$ cat src/rtl/mem_lsu_stage.sv
// rtl/mem_lsu_stage.sv - load/store stage between EX and WB with single-outstanding data bus
module mem_lsu_stage #(
   parameter int ADDR_W  = 32,
   parameter int TIMEOUT = 16,
   parameter int TO_W    = $clog2(TIMEOUT + 1)
) (
   input  logic              clk,
   input  logic              rst_n,
   input  logic              i_valid,
   input  logic [ADDR_W-1:0] i_result,
   input  logic [31:0]       i_data_store,
   input  logic [31:0]       i_pc,
   input  logic [6:0]        i_opcode,
   input  logic [2:0]        i_func3,
   output logic              o_stall,
   output logic              o_valid,
   output logic [31:0]       o_wb_data,
   output logic [6:0]        o_opcode,
   output logic              o_misaligned,
   output logic              o_bus_err,
   output logic              o_stb,
   output logic              o_wr_en,
   output logic [3:0]        o_sel,
   output logic [ADDR_W-1:0] o_addr,
   output logic [31:0]       o_wr_data,
   input  logic              i_ack,
   input  logic [31:0]       i_read_data
);
   localparam int CW = (TO_W > 0) ? TO_W : 1;
   localparam logic [6:0] OP_LD = 7'b0000011;
   localparam logic [6:0] OP_S  = 7'b0100011;
   localparam logic [6:0] OP_J  = 7'b1101111;
   localparam logic [6:0] OP_JR = 7'b1100111;

   typedef enum logic {IDLE, ACCESS} state_t;

   state_t        state;
   logic [CW-1:0] cnt;
   logic [2:0]    f3_q;
   logic [1:0]    lane_q;
   logic          load_q;

   logic          is_store, is_mem, misal, timeout_hit;
   logic [1:0]    lane;
   logic [3:0]    sel_c;
   logic [31:0]   wdata_c, shifted, load_val;

   assign lane    = i_result[1:0];
   assign o_stall = (state == ACCESS);

   always_comb begin
      is_store = (i_opcode == OP_S);
      is_mem   = is_store || (i_opcode == OP_LD);
      misal    = 1'b0;
      sel_c    = 4'b1111;
      wdata_c  = i_data_store;
      case (i_func3[1:0])
         2'b00: begin
            sel_c   = 4'b0001 << lane;
            wdata_c = {4{i_data_store[7:0]}};
         end
         2'b01: begin
            misal   = lane[0];
            sel_c   = 4'b0011 << lane;
            wdata_c = {2{i_data_store[15:0]}};
         end
         default: misal = (lane != 2'b00);
      endcase
   end

   // Bring the addressed lane down to bit 0 before extension.
   always_comb begin
      shifted = i_read_data >> {lane_q, 3'b000};
      case (f3_q)
         3'b000:  load_val = {{24{shifted[7]}}, shifted[7:0]};
         3'b001:  load_val = {{16{shifted[15]}}, shifted[15:0]};
         3'b100:  load_val = {24'd0, shifted[7:0]};
         3'b101:  load_val = {16'd0, shifted[15:0]};
         default: load_val = shifted;
      endcase
   end

   assign timeout_hit = (TIMEOUT > 0) && (cnt == CW'(TIMEOUT - 1));

   always_ff @(posedge clk or negedge rst_n) begin
      if (!rst_n) begin
         state        <= IDLE;
         cnt          <= '0;
         f3_q         <= '0;
         lane_q       <= '0;
         load_q       <= 1'b0;
         o_valid      <= 1'b0;
         o_wb_data    <= '0;
         o_opcode     <= '0;
         o_misaligned <= 1'b0;
         o_bus_err    <= 1'b0;
         o_stb        <= 1'b0;
         o_wr_en      <= 1'b0;
         o_sel        <= '0;
         o_addr       <= '0;
         o_wr_data    <= '0;
      end else begin
         o_valid      <= 1'b0;
         o_misaligned <= 1'b0;
         o_bus_err    <= 1'b0;
         case (state)
            IDLE: begin
               if (i_valid) begin
                  o_opcode <= i_opcode;
                  if (is_mem && misal) begin
                     o_valid      <= 1'b1;
                     o_misaligned <= 1'b1;
                     o_wb_data    <= '0;
                  end else if (is_mem) begin
                     o_stb     <= 1'b1;
                     o_addr    <= i_result;
                     o_sel     <= sel_c;
                     o_wr_en   <= is_store;
                     o_wr_data <= is_store ? wdata_c : 32'd0;
                     f3_q      <= i_func3;
                     lane_q    <= lane;
                     load_q    <= ~is_store;
                     cnt       <= '0;
                     state     <= ACCESS;
                  end else if (i_opcode == OP_J || i_opcode == OP_JR) begin
                     o_valid   <= 1'b1;
                     o_wb_data <= i_pc + 32'd4;
                  end else begin
                     o_valid   <= 1'b1;
                     o_wb_data <= 32'(i_result);
                  end
               end
            end
            ACCESS: begin
               // An ack on the timeout edge still counts as a normal completion.
               if (i_ack || timeout_hit) begin
                  o_stb     <= 1'b0;
                  o_addr    <= '0;
                  o_sel     <= '0;
                  o_wr_en   <= 1'b0;
                  o_wr_data <= '0;
                  o_valid   <= 1'b1;
                  o_bus_err <= ~i_ack;
                  o_wb_data <= (i_ack && load_q) ? load_val : 32'd0;
                  cnt       <= '0;
                  state     <= IDLE;
               end else if (TIMEOUT > 0) begin
                  cnt <= cnt + 1'b1;
               end
            end
            default: state <= IDLE;
         endcase
      end
   end
endmodule

$ cat config.mk
export PLATFORM = sky130hd
export DESIGN_NAME = mem_lsu_stage
export DESIGN_NICKNAME = d
export VERILOG_FILES = /design/src/rtl/mem_lsu_stage.sv
export SDC_FILE = /design/constraint.sdc
export NUM_CORES = 1
export LEC_CHECK = 0
export ABC_CLOCK_PERIOD_IN_PS = 4400
export CAP_MARGIN = 10
export CORE_MARGIN = 2
export CORE_UTILIZATION = 40
export CTS_CLUSTER_SIZE = 10
export DETAILED_ROUTE_END_ITERATION = 10
export GPL_ROUTABILITY_DRIVEN = 1
export PLACE_DENSITY = 0.73
export SYNTH_ARGS = -nofsm -noshare
export SYNTH_HDL_FRONTEND = slang
export SYNTH_SLANG_ARGS = --single-unit
$ cat constraint.sdc
create_clock -name clk -period 4.4 [get_ports clk]
set_input_delay 0.66 -clock clk [delete_from_list [all_inputs] [get_ports clk]]
set_output_delay 0.66 -clock clk [all_outputs]
set_load 0.01 [all_outputs]
Yosys cells after proc, flatten, opt, wreduce, memory -nomap -nowiden
Index checks and enable logic that the tools add are counted.
W data, S select, Z words.
{ "op_classes": {"bitwise_logic": 4, "reduce_logical": 13, "add_sub_neg": 2, "shift": 3, "mux": 55, "n_eq_ne": 14} }
{ "ops": {"columns": ["op", "n"], "rows": [
  ["$mux W32", 14],
  ["$pmux W32 S2", 4],
  ["$pmux W32 S4", 1],
  ["$add A32 B3 Y32 const B", 1],
  ["$shr A32 B5 Y32", 1],
  ["$mux W1", 20],
  ["$mux W5", 4],
  ["$mux W4", 4],
  ["$pmux W4 S2", 2],
  ["$eq A7 B7 Y1 const B", 2],
  ["$pmux W1 S2", 5],
  ["$pmux W5 S2", 1],
  ["$reduce_and A4 Y1", 2],
  ["$eq A7 B2 Y1 const B", 1],
  ["$eq A7 B6 Y1 const B", 1],
  ["$eq A3 B3 Y1 const B", 2],
  ["$ne A2 B2 Y1 const B", 3],
  ["$reduce_and A3 Y1", 2],
  ["$add A5 B1 Y5 const B", 1],
  ["$eq A5 B4 Y1 const B", 1],
  ["$not A1 Y1", 4],
  ["$shl A1 B2 Y4 const A", 1],
  ["$shl A2 B2 Y4 const A", 1],
  ["$eq A3 B1 Y1 const B", 1],
  ["other kinds (9)", 12]
]} }
{ "word_totals": {"input_bits": 142, "out_inout_bits": 113, "regBits": 124} }

Longest topological paths before layout
{ "depth": {"word_depth": 7, "ltp_mapped": 11} }

Worst setup path after synthesis
Ideal clock, no wire load.
{ "synth_timing": {"kind": "input -> register", "from": "input i_opcode[2]", "to": "register o_wr_data[7]", "arrival_ns": 2.331, "path_slack_ns": 1.948, "path_buffers": 1, "setup_time_ns": 0.121, "stages": 5, "path_cell_list": "or4_1 a2111oi_4 nor2_1 clkbuf_1 a22o_1"} }
{ "synth_between": {"elab_chain_len": 6, "word_cells_on_any_way": 12, "cone_classes": "4 x eq/ne; 5 x mux; 3 x reduce/logical"} }
{ "synth_rtl": {"columns": ["item", "line_no", "text"], "rows": [
  ["from (decl)", "13", "input logic [6:0] i_opcode,"],
  ["$eq A7 B6 Y1", "52", "is_store = (i_opcode == OP_S);"],
  ["$mux W32", "119", "o_wr_data <= is_store ? wdata_c : 32'd0;"],
  ["$mux W32", "114", "end else if (is_mem) begin"],
  ["$mux W32", "110", "if (is_mem && misal) begin"],
  ["$mux W32", "108", "if (i_valid) begin"],
  ["$pmux W32 S2", "106", "case (state)"],
  ["to (signal assigned)", "119", null],
  ["to (decl)", "25", "output logic [31:0] o_wr_data,"]
]} }
Parallel ways exist; a longest one is shown, timed or not. The select of a mux whose other input is x is not followed.
A chain may end at the register's enable or synchronous reset.

Worst setup path after layout
{ "layout_timing": {"from": "input i_result[0]", "to": "register o_wb_data[25]"} }
{ "layout_between": {"elab_chain_len": 6, "word_cells_on_any_way": 8, "cone_classes": "1 x eq/ne; 4 x mux; 3 x reduce/logical"} }
{ "layout_rtl": {"columns": ["item", "line_no", "text"], "rows": [
  ["from (decl)", "10", "input logic [ADDR_W-1:0] i_result,"],
  ["$reduce_bool A2 Y1", "67", "default: misal = (lane != 2'b00);"],
  ["$pmux W1 S2 (*)", "57", "case (i_func3[1:0])"],
  ["$logic_and A1 B1 Y1 (*)", "110", null],
  ["$mux W32", "110", null],
  ["$mux W32", "108", null],
  ["$pmux W32 S2", "106", null],
  ["to (signal assigned)", "127", "o_wb_data <= i_pc + 32'd4;"],
  ["to (signal assigned)", "130", "o_wb_data <= 32'(i_result);"],
  ["to (signal assigned)", "144", "o_wb_data <= (i_ack && load_q) ? load_val : 32'd0;"],
  ["to (decl)", "17", "output logic [31:0] o_wb_data,"]
]} }
Mark *: on every way between the ends. The rest lies on a longest branch, timed or not. The select of a mux whose other input is x is not followed.

==> results.txt <==
TNS Setup: 0 ns
Switching Share: 0.259
Routability cong.: 0.868
Pwr Total: 3.56 mW
H-tree depth: 4
Worst path required time: 4.69 ns
First-pass GRT wire length: 36.8 mm
Worst min-delay path category: primary input to asynchronous set/reset pin
Final worst path period share: 0.711
Max-Cap Viols: 0
Slowest cell delay on critical path: 0.62 ns
Fin. max-slew vios: 0
Top FF cell, synth: dfrtp_1
WP data arrival: 3.42 ns
VDD IR max: 0.309 mV
Post-synthesis mux area share: 0.0810
Synth Register Bits: 124
CORE AREA: 0.0171 mm²
Tot GR Track Use: 0.262
Cell mode on critical path: o21ai_0
Worst slew pin tran: 0.953 ns
Die H: 136 µm
Sequential power share: 0.362
Number of diodes: 0
RSZ-0062 raised after global routing: no
Num CTS Buffers: 17
Die W: 136 µm
Final Hold Fails: 0
Placed standard-cell area: 0.00969 mm²
Initial DRC Count: 633
Worst-path clk slew: 0.06 ns
Die Area: 0.0184 mm²
Ys async rst share: 1.00
Final Skew: 0.0102 ns
Setup CP Type: primary input to flop
Clock root buffer: clkbuf_16
DRC: 0
Clock Sink Count: 124
Fmax: 320 MHz
DRT Wirelength: 24.2 mm
Wire per inst: 19.3 µm
Hold Buf Count CTS: 0
Largest net degree at the start of global routing: 74
Max Root-Sink Buffers: 2
Post-synthesis cell area: 0.00692 mm²
Post-route ant nets: 0
Synth Warn #: 0
Post-route cell area: 0.0103 mm²
Grt ovf: 0
CP endpoint kind: flop
Clk_lat worst skew: 0.42 ns
Setup crit start kind: primary input
CTS tree: built
Leak pwr: 4.18 nW
Worst hold margin: 0.358 ns
Synth-to-layout area growth: 49.5%
Final #Nets: 1162
Port-buffer cells: 254
Slowest CP cell: clkdlybuf4s50_1
Synth Instances: 776
Commonest non-fill, non-tap cells in the layout: clkdlybuf4s50_1, nand2_1, dfrtp_1, o21ai_0, nor2_1
Initial core utilization: 0.404
Final HPWL DP: 18.1 mm
Internal: 2.64 mW
Final Setup Violations: 0
Post-synthesis simple-gate area fraction: 0.194
Vias after detailed routing: 7055
Pre-antenna DRT Iters: 5
Most common cell after layout, fill and taps aside: clkdlybuf4s50_1
Post-CTS Resized: 0
Post-Synth XOR/XNOR Area: 0.0177
Yosys top cell area share: 0.448
Net Switching: 0.923 mW
Placed instance count: 1222
Post-CTS Setup Bufs: 0
Syn nets: 921
Initial antenna violation count: 0
Share of cells above drive strength 1: 0.0826
Synth Area in Adders: 0.00542
Vias in the first global route: 6712
Clock Power Share: 0.438
Avg Inst Size Synth: 8.92 µm²
Pwr per Cell Area: 344 mW/mm²
Post-synth EDFFs: 0
Post-synthesis compound-gate area fraction: 0.219
Library cells used by synthesis: 59
Dominant cell type by area after synthesis: dfrtp_1
Max Fanout on Critical Path: 14
Worst rel slew slack: 0.364
Post-route insts no fill: 1254
Gate power share: 0.199
Top cells by area, synth: dfrtp_1, o21ai_0, nand2_1, mux2i_1, nor2_1
Fin crit period: 3.13 ns
Status: finished clean
Main combinational cell family by area after synthesis: compound AO/OA/AOI/OAI gates
Via-per-instance ratio: 5.63
Cell Chain, Critical Path: clkdlybuf4s50_1, o21ai_0, a41oi_1, nor2_1, buf_4, inv_1, o21ai_0, buf_2, o32a_1
# IOs: 255
Row cnt: 48
Register area share after synthesis: 0.448
-- cell type report --
class | count | area [µm²]
inverter | 13 | 48.8
clock buffer | 20 | 457
clock inverter | 11 | 191
tap | 225 | 282
timing repair buffer | 271 | 2670
sequential | 124 | 3100
fill | 1498 | 6770
multi-input combinational | 590 | 3600
-- logic make-up after synthesis --
kind of cell | after synthesis
DFF | 124
muxes | 54
xor gates and xnor gates | 14
and+or+nand+nor | 285
adders and majority gates | 3
buffers and inverters | 62
AOI/OAI and AO/OA | 234
-- flip-flops by register name, summed over array words and instances (netlist names) --
register      flops
o_sel             4
o_valid           1
o_addr           32
o_bus_err         1
o_wr_data        32
o_wr_en           1
cnt               5
o_opcode          7
f3_q              3
o_stb             1
o_wb_data        32
o_stall           1
lane_q            2
o_misaligned      1
load_q            1
-- critical path, delay by kind of cell --
family                 cells  cell delay, ns
buffers and inverters      4            1.39
AOI/OAI and AO/OA          4            1.28
and+or+nand+nor            1            0.09
-- metal layers --
metal  track usage  wire length [µm]  up-vias
li1              -                 -     3313
met1         0.343             10200     3355
met2         0.428             11300      344
met3        0.0658              2120       43
met4        0.0845               618        0
met5             0                 0        -
-- final timing paths --
| check | start | end | slack, ns | cells past startpoint |
|---|---|---|---|---|
| setup / recovery | i_result[0] | o_wb_data[25]$_DFFE_PN0P_ | 1.27 | 9 |
| hold / removal | rst_n | o_wb_data[2]$_DFFE_PN0P_ | 0.36 | 1 |
| setup reg to reg | o_stall$_DFF_PN0_ | o_wb_data[25]$_DFFE_PN0P_ | 1.48 | 8 |
| hold reg to reg | o_wr_data[27]$_DFFE_PN0P_ | o_wr_data[27]$_DFFE_PN0P_ | 0.48 | 2 |
| max in group asynchronous | rst_n | lane_q[0]$_DFFE_PN0P_ | 3.07 | 2 |
| min in group clk | o_wr_data[27]$_DFFE_PN0P_ | o_wr_data[27]$_DFFE_PN0P_ | 0.48 | 2 |
-- synthesized netlist by cell type (3+ instances only) --
| cell | instances |
|---|---|
| mux2i_1 | 38 |
| nand4_1 | 10 |
| nor2_1 | 55 |
| clkbuf_1 | 41 |
| a41oi_1 | 3 |
| a211oi_1 | 18 |
| ha_1 | 3 |
| o211ai_1 | 5 |
| nand3_1 | 14 |
| o21ai_0 | 110 |
| or4_1 | 5 |
| nor3_1 | 11 |
| xnor2_1 | 9 |
| or2_2 | 4 |
| or3_2 | 3 |
| a211o_1 | 3 |
| a31oi_1 | 19 |
| o32a_1 | 11 |
| nand2b_1 | 4 |
| and2_1 | 9 |
| nand2_1 | 133 |
| and3_1 | 4 |
| nor4_1 | 5 |
| xor2_1 | 5 |
| a221o_1 | 7 |
| buf_1 | 5 |
| o21a_1 | 10 |
| and4_1 | 5 |
| o221ai_1 | 3 |
| a21oi_1 | 17 |
| a22o_1 | 9 |
| nor2b_1 | 12 |
| buf_2 | 3 |
| dfrtp_1 | 124 |
| mux2_2 | 16 |
| inv_1 | 12 |
-- power groups by stage --
stage | sequential, mW | combinational [mW] | clock [mW]
5_1_grt | 1.30 | 0.764 | 1.63
4_1_cts | 1.29 | 0.710 | 1.57
2_1_floorplan | 1.33 | 0.252 | 0
3_3_place_gp | 1.31 | 0.699 | 0
3_5_place_dp | 1.31 | 0.706 | 0
6_report | 1.29 | 0.710 | 1.56
-- per-stage QoR --
step                       util  setup WS, ns
after floorplan               -          1.95
after global placement    0.566         0.879
after detailed placement  0.566         0.746
after CTS                 0.604          1.16
after global routing      0.604          1.06
final                     0.604          1.27
Power figures use the tool's default switching activity.
